--- src/rtl/load_store_unit.sv ---
// RV32I load/store unit: one memory access per start, lane alignment and load extension.
// Optional ack-wait timeout enabled by defining LSU_TIMEOUT_EN.
module load_store_unit #(
  parameter int unsigned TIMEOUT_CYCLES = 255
) (
  input  logic        clk,
  input  logic        rst,
  input  logic        start,
  input  logic        is_store,
  input  logic [2:0]  funct3,
  input  logic [31:0] addr,
  input  logic [31:0] wdata,
  output logic [31:0] data_m,
  output logic        busy,
  output logic        done,
  output logic        err,
  output logic        en_fetch,
  output logic        mem_req,
  output logic        mem_we,
  output logic [3:0]  mem_be,
  output logic [31:0] mem_addr,
  output logic [31:0] mem_wdata,
  input  logic [31:0] mem_rdata,
  input  logic        mem_ack
);

  typedef enum logic [1:0] {IDLE, ACCESS, DONE} state_t;

  state_t      state_q, state_d;
  logic        err_q, err_d;
  logic [31:0] data_m_q, data_m_d;
  logic        mem_req_q, mem_req_d;
  logic        mem_we_q, mem_we_d;
  logic [3:0]  mem_be_q, mem_be_d;
  logic [31:0] mem_addr_q, mem_addr_d;
  logic [31:0] mem_wdata_q, mem_wdata_d;
  logic [2:0]  f3_q, f3_d;
  logic [1:0]  off_q, off_d;

  logic        req_legal;
  logic [3:0]  req_be;
  logic [31:0] req_wdata;
  logic [31:0] rd_shift;
  logic [31:0] load_val;

`ifdef LSU_TIMEOUT_EN
  localparam int CW = ($clog2(TIMEOUT_CYCLES + 1) > 8) ? $clog2(TIMEOUT_CYCLES + 1) : 8;
  logic [CW-1:0] cnt_q, cnt_d;
`else
  logic unused_timeout;
  assign unused_timeout = ^TIMEOUT_CYCLES;
`endif

  always_comb begin
    req_legal = 1'b0;
    req_be    = 4'b0000;
    req_wdata = wdata;
    case (funct3)
      3'b000: begin req_legal = 1'b1;                     req_be = 4'b0001 << addr[1:0]; req_wdata = {4{wdata[7:0]}};  end
      3'b001: begin req_legal = ~addr[0];                 req_be = 4'b0011 << addr[1:0]; req_wdata = {2{wdata[15:0]}}; end
      3'b010: begin req_legal = (addr[1:0] == 2'b00);     req_be = 4'b1111;                                            end
      3'b100: begin req_legal = ~is_store;                req_be = 4'b0001 << addr[1:0];                               end
      3'b101: begin req_legal = ~is_store & ~addr[0];     req_be = 4'b0011 << addr[1:0];                               end
      default: req_legal = 1'b0;
    endcase
  end

  // Move the addressed lane down to bit 0, then extend by access width.
  always_comb begin
    rd_shift = mem_rdata >> {off_q, 3'b000};
    case (f3_q)
      3'b000:  load_val = {{24{rd_shift[7]}}, rd_shift[7:0]};
      3'b001:  load_val = {{16{rd_shift[15]}}, rd_shift[15:0]};
      3'b100:  load_val = {24'h000000, rd_shift[7:0]};
      3'b101:  load_val = {16'h0000, rd_shift[15:0]};
      default: load_val = rd_shift;
    endcase
  end

  always_comb begin
    state_d     = state_q;
    err_d       = err_q;
    data_m_d    = data_m_q;
    mem_req_d   = mem_req_q;
    mem_we_d    = mem_we_q;
    mem_be_d    = mem_be_q;
    mem_addr_d  = mem_addr_q;
    mem_wdata_d = mem_wdata_q;
    f3_d        = f3_q;
    off_d       = off_q;
`ifdef LSU_TIMEOUT_EN
    cnt_d       = cnt_q;
`endif
    case (state_q)
      IDLE: begin
        err_d = 1'b0;
        if (start) begin
          f3_d  = funct3;
          off_d = addr[1:0];
          if (req_legal) begin
            state_d     = ACCESS;
            mem_req_d   = 1'b1;
            mem_we_d    = is_store;
            mem_be_d    = req_be;
            mem_addr_d  = {addr[31:2], 2'b00};
            mem_wdata_d = is_store ? req_wdata : 32'h0;
`ifdef LSU_TIMEOUT_EN
            cnt_d       = '0;
`endif
          end else begin
            state_d = DONE;
            err_d   = 1'b1;
          end
        end
      end
      ACCESS: begin
`ifdef LSU_TIMEOUT_EN
        cnt_d = cnt_q + 1'b1;
`endif
        if (mem_ack) begin
          state_d = DONE;
          err_d   = 1'b0;
          if (!mem_we_q) data_m_d = load_val;
        end
`ifdef LSU_TIMEOUT_EN
        else if (cnt_q == CW'(TIMEOUT_CYCLES - 1)) begin
          state_d = DONE;
          err_d   = 1'b1;
        end
`endif
        if (state_d == DONE) begin
          mem_req_d   = 1'b0;
          mem_we_d    = 1'b0;
          mem_be_d    = 4'b0000;
          mem_addr_d  = 32'h0;
          mem_wdata_d = 32'h0;
        end
      end
      DONE:    state_d = IDLE;
      default: state_d = IDLE;
    endcase
  end

  always_ff @(posedge clk or negedge rst) begin
    if (!rst) begin
      state_q     <= IDLE;
      err_q       <= 1'b0;
      data_m_q    <= 32'h0;
      mem_req_q   <= 1'b0;
      mem_we_q    <= 1'b0;
      mem_be_q    <= 4'b0000;
      mem_addr_q  <= 32'h0;
      mem_wdata_q <= 32'h0;
      f3_q        <= 3'b000;
      off_q       <= 2'b00;
`ifdef LSU_TIMEOUT_EN
      cnt_q       <= '0;
`endif
    end else begin
      state_q     <= state_d;
      err_q       <= err_d;
      data_m_q    <= data_m_d;
      mem_req_q   <= mem_req_d;
      mem_we_q    <= mem_we_d;
      mem_be_q    <= mem_be_d;
      mem_addr_q  <= mem_addr_d;
      mem_wdata_q <= mem_wdata_d;
      f3_q        <= f3_d;
      off_q       <= off_d;
`ifdef LSU_TIMEOUT_EN
      cnt_q       <= cnt_d;
`endif
    end
  end

  assign busy      = (state_q != IDLE);
  assign en_fetch  = ~busy;
  assign done      = (state_q == DONE);
  assign err       = done & err_q;
  assign data_m    = data_m_q;
  assign mem_req   = mem_req_q;
  assign mem_we    = mem_we_q;
  assign mem_be    = mem_be_q;
  assign mem_addr  = mem_addr_q;
  assign mem_wdata = mem_wdata_q;

endmodule

--- config.mk ---
export PLATFORM = sky130hd
export DESIGN_NAME = load_store_unit
export DESIGN_NICKNAME = d
export VERILOG_FILES = /design/src/rtl/load_store_unit.sv
export SDC_FILE = /design/constraint.sdc
export NUM_CORES = 1
export LEC_CHECK = 0
export CAP_MARGIN = 25
export CORE_ASPECT_RATIO = 0.75
export CORE_UTILIZATION = 27
export DETAILED_ROUTE_END_ITERATION = 8
export SYNTH_ARGS = -nofsm -noshare
export SYNTH_HDL_FRONTEND = slang
export SYNTH_SLANG_ARGS = --single-unit
--- constraint.sdc ---
create_clock -name clk -period 2.24 [get_ports clk]
set_clock_uncertainty 0.05 [all_clocks]
set_input_delay 0.448 -clock clk [delete_from_list [all_inputs] [get_ports clk]]
set_output_delay 0.448 -clock clk [all_outputs]
set_load 0.05 [all_outputs]
Yosys cells after proc, flatten, opt, wreduce, memory -nomap -nowiden
Cells that the tools add are included.

word-level totals
  flip-flop bits (word level) = 110
  output and inout bits = 106
  logic and storage cells = 77

cells by class
  equal/unequal tests = 14
  shift-type cells = 3
  multiplexer cells = 32
  bitwise gates (word level) = 6
  reductions and logical operators = 12

operators by type and width
  cell                                             count
  2-to-1 mux 32 bit                                6
  one-hot mux 32 bit (2 select lines)              3
  one-hot mux 32 bit (4 select lines)              1
  >> shifter 32 x 5 -> 32 bit                      1
  == test 3 bit, second input constant             4
  2-to-1 mux 4 bit                                 3
  one-hot mux 4 bit (3 select lines)               1
  2-to-1 mux 1 bit                                 8
  2-to-1 mux 2 bit                                 4
  inequality test 2 bit, second input constant     4
  one-hot mux 4 bit (2 select lines)               1
  == test 3 x 1 -> 1 bit, second input constant    2
  logical NOT 3 bit                                2
  one-hot mux 1 bit (2 select lines)               3
  one-hot mux 1 bit (5 select lines)               1
  == test 2 bit, second input constant             2
  logical NOT 2 bit                                2
  NOT 1 bit                                        4
  one-hot mux 2 bit (2 select lines)               1
  AND reduction 2 bit                              2
  AND reduction 4 bit                              1
  nonzero test 2 bit                               2
  OR reduction 2 bit                               2
  left shift 1 x 2 -> 4 bit, first input constant  1
  5 further kinds                                  6

Logic depth before layout (Yosys ltp)
  depth after elaboration = 6
  mapped depth = 7
  gate-level depth less buffers = 4

Worst setup path after synthesis
Ideal clock, no wire load.

  path type = register to register
  from = register mem_we_q, in the netlist mem_we
  to = register data_m_q[24], in the netlist data_m[24]
  data arrival time = 1881 ps
  required time = 2122 ps
  slack = 241 ps
  cell stages (with the launch flop) = 5
  cell sequence = dfrtp_1 -> or3_1 -> buf_2 -> nor3_1 -> a221o_1

on the way
  cells in the longest elaborated chain, start to end = 2

RTL lines
  what                           line  text
  from (decl)                    33    logic mem_we_q, mem_we_d;
  from (signal assigned)         164   mem_we_q <= mem_we_d;
  NOT 1 bit (no line)            -
  AND reduction 3 bit (no line)  -
  to (signal assigned)           162   data_m_q <= data_m_d;
  to (decl)                      31    logic [31:0] data_m_q, data_m_d;

Every way passes these cells.
A chain may end at the register's enable or synchronous reset.

Worst setup path in the final report
  from = register mem_we_q, in the netlist mem_we
  to = output port mem_we

RTL lines
  what       line  text
  to (decl)  19    output logic mem_we,

No word-level cell between the ends.

==> results.json <==
{
  "critical_path_depth": 1,
  "critPathLaunch": "mem_we",
  "cp-endpoint": "mem_we",
  "initial_core_util": 0.278,
  "gp_congestion": 0.838,
  "power_leakage_nw": 3.37,
  "grt_pass1_vias": 4334,
  "ys_seq_area_frac": 0.550,
  "worstSetupStartpointType": "register",
  "cap_violations": 0,
  "internal_power_mw": 5.48,
  "slowest_delay_ns": 0.83,
  "final_cells": 901,
  "cpLargestDelayFamily": "buffers and inverters",
  "place_ws_ns": -0.314,
  "hold_ws_ns": 0.397,
  "ir_drop_mv": 0.636,
  "cts_tree": "yes",
  "worst_pin_slew_ns": 0.561,
  "grt_start_max_net_pins": 101,
  "dp_hpwl_um": 11600,
  "clock-sinks": 108,
  "ant_nets": 0,
  "combPwrFrac": 0.520,
  "p_seq_frac": 0.306,
  "synth_edf_count": 0,
  "ff_latch_area_mm2": 0.00270,
  "dieArea_mm2": 0.0188,
  "gr-usage-met1": 0.231,
  "cp-end-kind": "primary output",
  "synth_ff_type": "dfrtp_1",
  "p_per_area_mw_per_mm2": 1280,
  "num_vias": 4277,
  "setup_viol": 0,
  "layout-drive-gt1-share": 0.134,
  "min_period_over_period": 0.931,
  "first_iter_violations": 283,
  "synthToLayoutAreaGrowth_pct": 57.8,
  "antenna_cells": 0,
  "numCtsBuffers": 9,
  "clockBufferDepth": 2,
  "synth.cell_area_mm2": 0.00491,
  "r2r_end": "data_m[23]",
  "async_flop_share": 1.00,
  "synth.distinct_cells": 38,
  "top_usage_layer": "met2",
  "crit_slowest_cell": "clkdlybuf4s50_1",
  "h-tree-depth": 3,
  "fin_crit_ns": 2.09,
  "status": "finished clean",
  "rsz0062_at_grt": "false",
  "fp.dieW_um": 158,
  "final_nets": 759,
  "clkPwrFrac": 0.175,
  "drc": 0,
  "port-buffer-count": 207,
  "multiInputGateArea_mm2": 0.00207,
  "via_per_inst": 4.75,
  "grt_pass1_wl_um": 24500,
  "n_fill_cell": 1669,
  "syn_area_per_cell_um2": 11.1,
  "io_pins": 210,
  "place_inst": 885,
  "core_mm2": 0.0177,
  "clkSlewWorstSetupHoldPaths_ns": 0.07,
  "drt-total-wl_um": 15600,
  "core.rowCount": 42,
  "slew-limit-headroom": 0.622,
  "maxSlewViolCount": 0,
  "final_util": 0.438,
  "finalInstanceArea_mm2": 0.00776,
  "overflow": 0,
  "hold_viol": 0,
  "die_h_um": 119,
  "post_cts_buffers": 0,
  "use_met3": 0.0542,
  "worst_slack_ns": 0.155,
  "critical_path_class": "reg -> out",
  "grt_antenna_before_repair": 0,
  "cts-root-buf": "clkbuf_16",
  "path_buf_inv": 1,
  "use_met2": 0.256,
  "rr_startpoint": "off_q[0]",
  "crit_arrival_ns": 1.59,
  "switching_share": 0.448,
  "rr_worst_depth": 4,
  "first_pass_iters": 5,
  "p_sw_mw": 4.45,
  "clkLatencyLatePin_ns": 0.35,
  "placed_cell_area_mm2": 0.00742,
  "crit_path_cell_trace": "clkdlybuf4s50_1",
  "yosys_warnings": 0,
  "grtUsageTotal": 0.170,
  "synth_seq_cells": 108,
  "worstPathMaxFanout": 4,
  "worstPathRequired_ns": 1.74,
  "syn_inst": 441,
  "hold_class": "in -> async",
  "fmax_mhz": 480,
  "wl_per_cell_um": 17.3,
  "rrSetupSlack_ns": 0.24
}
## cell usage after synthesis, types with 2 or more instances
master	n	share of area
a21oi_1	26	0.026
dfrtp_1	108	0.55
nand3_1	14	0.014
o21ai_0	21	0.021
buf_1	4	0.0031
buf_4	4	0.0061
and2_1	8	0.010
o311ai_1	2	0.0036
nand2b_1	4	0.0051
mux2i_1	33	0.067
nor2b_1	3	0.0038
nor2_1	26	0.020
a221o_1	8	0.016
mux2_2	15	0.034
buf_2	3	0.0031
nand2_1	35	0.027
clkbuf_1	24	0.018
inv_1	3	0.0023
a22o_1	58	0.10
or2_2	17	0.022
nor3_1	2	0.0020
o31ai_1	7	0.011
## layer usage
layer  vias to the layer above  wire [µm]
li1                       2027          -
met1                      2071       7160
met2                       156       6960
met3                        23       1150
met4                         0        280
met5                         -          0
## logic make-up (layout without fill, tap and decap cells)
| family | count (synthesis) | count (layout) | synth area share |
|---|---|---|---|
| AOI/OAI and AO/OA | 130 | 130 | 0.196 |
| other | 1 | 2 | 0.000763 |
| DFF | 108 | 108 | 0.550 |
| buffers and inverters | 38 | 255 | 0.0328 |
| muxes | 49 | 49 | 0.106 |
| and+or+nand+nor | 115 | 115 | 0.114 |
## power by group through the flow
stage | clock network (mW) | logic [mW] | registers, mW
floorplan | 0 | 1.12 | 5.16
global placement | 0 | 5.16 | 3.05
detailed placement | 0 | 5.19 | 3.05
CTS | 1.78 | 5.19 | 3.04
global route | 1.86 | 5.40 | 3.12
finish | 1.73 | 5.16 | 3.03
## how the worst min path moves through the flow
| stage | to | slack [ns] | cells past startpoint | from |
|---|---|---|---|---|
| global route | data_m[30] | 0.40 | 2 | rst |
| detailed placement | data_m[28] | 0.23 | 1 | rst |
| floorplan | data_m[0] | 0.10 | 0 | rst |
| finish | data_m[30] | 0.40 | 2 | rst |
| global placement | data_m[27] | 0.23 | 1 | rst |
| CTS | data_m[28] | 0.39 | 2 | rst |
## cells in the final DEF (no fill, tap or decap), types with 2 or more instances in the layout
| cell | count |
|---|---|
| a21oi_1 | 26 |
| a221o_1 | 8 |
| a22o_1 | 58 |
| and2_1 | 8 |
| buf_12 | 5 |
| buf_4 | 30 |
| bufinv_16 | 2 |
| clkbuf_16 | 9 |
| clkdlybuf4s50_1 | 201 |
| conb_1 | 2 |
| dfrtp_1 | 108 |
| inv_1 | 3 |
| inv_6 | 2 |
| mux2_2 | 15 |
| mux2i_1 | 33 |
| nand2_1 | 35 |
| nand2b_1 | 4 |
| nand3_1 | 14 |
| nor2_1 | 25 |
| nor2b_1 | 3 |
| nor3_1 | 2 |
| o21ai_0 | 21 |
| o311ai_1 | 2 |
| o31ai_1 | 7 |
| or2_2 | 17 |
## sequential cells by signal (all words and copies together) (netlist names)
register   count
data_m        32
state_q        2
err_q          1
mem_addr      30
mem_wdata     32
off_q          2
f3_q           3
mem_we         1
mem_req        1
mem_be         4
## timing repair
| item | in CTS | in global routing |
|---|---|---|
| resized for setup | 0 | 1 |
| setup endpoints to repair | 0 | 2 |
| hold endpoints to repair | 8 | 0 |
| hold buffers | 1 | 0 |
## through the flow
stage	setup TNS (ns)	power, mW
floorplan	0	6.28
global placement	-2.91	8.21
detailed placement	-3.17	8.24
CTS	0	10.0
global route	0	10.4
finish	0	9.93
## cell type report
cell class,instances,share of cell area
tap,242,0.0390
clock buffer,10,0.0308
clock inverter,5,0.0106
inverter,3,0.00145
multi-input combinational,296,0.267
sequential,108,0.348
timing repair buffer,237,0.303
Power figures use the tool's default switching activity.
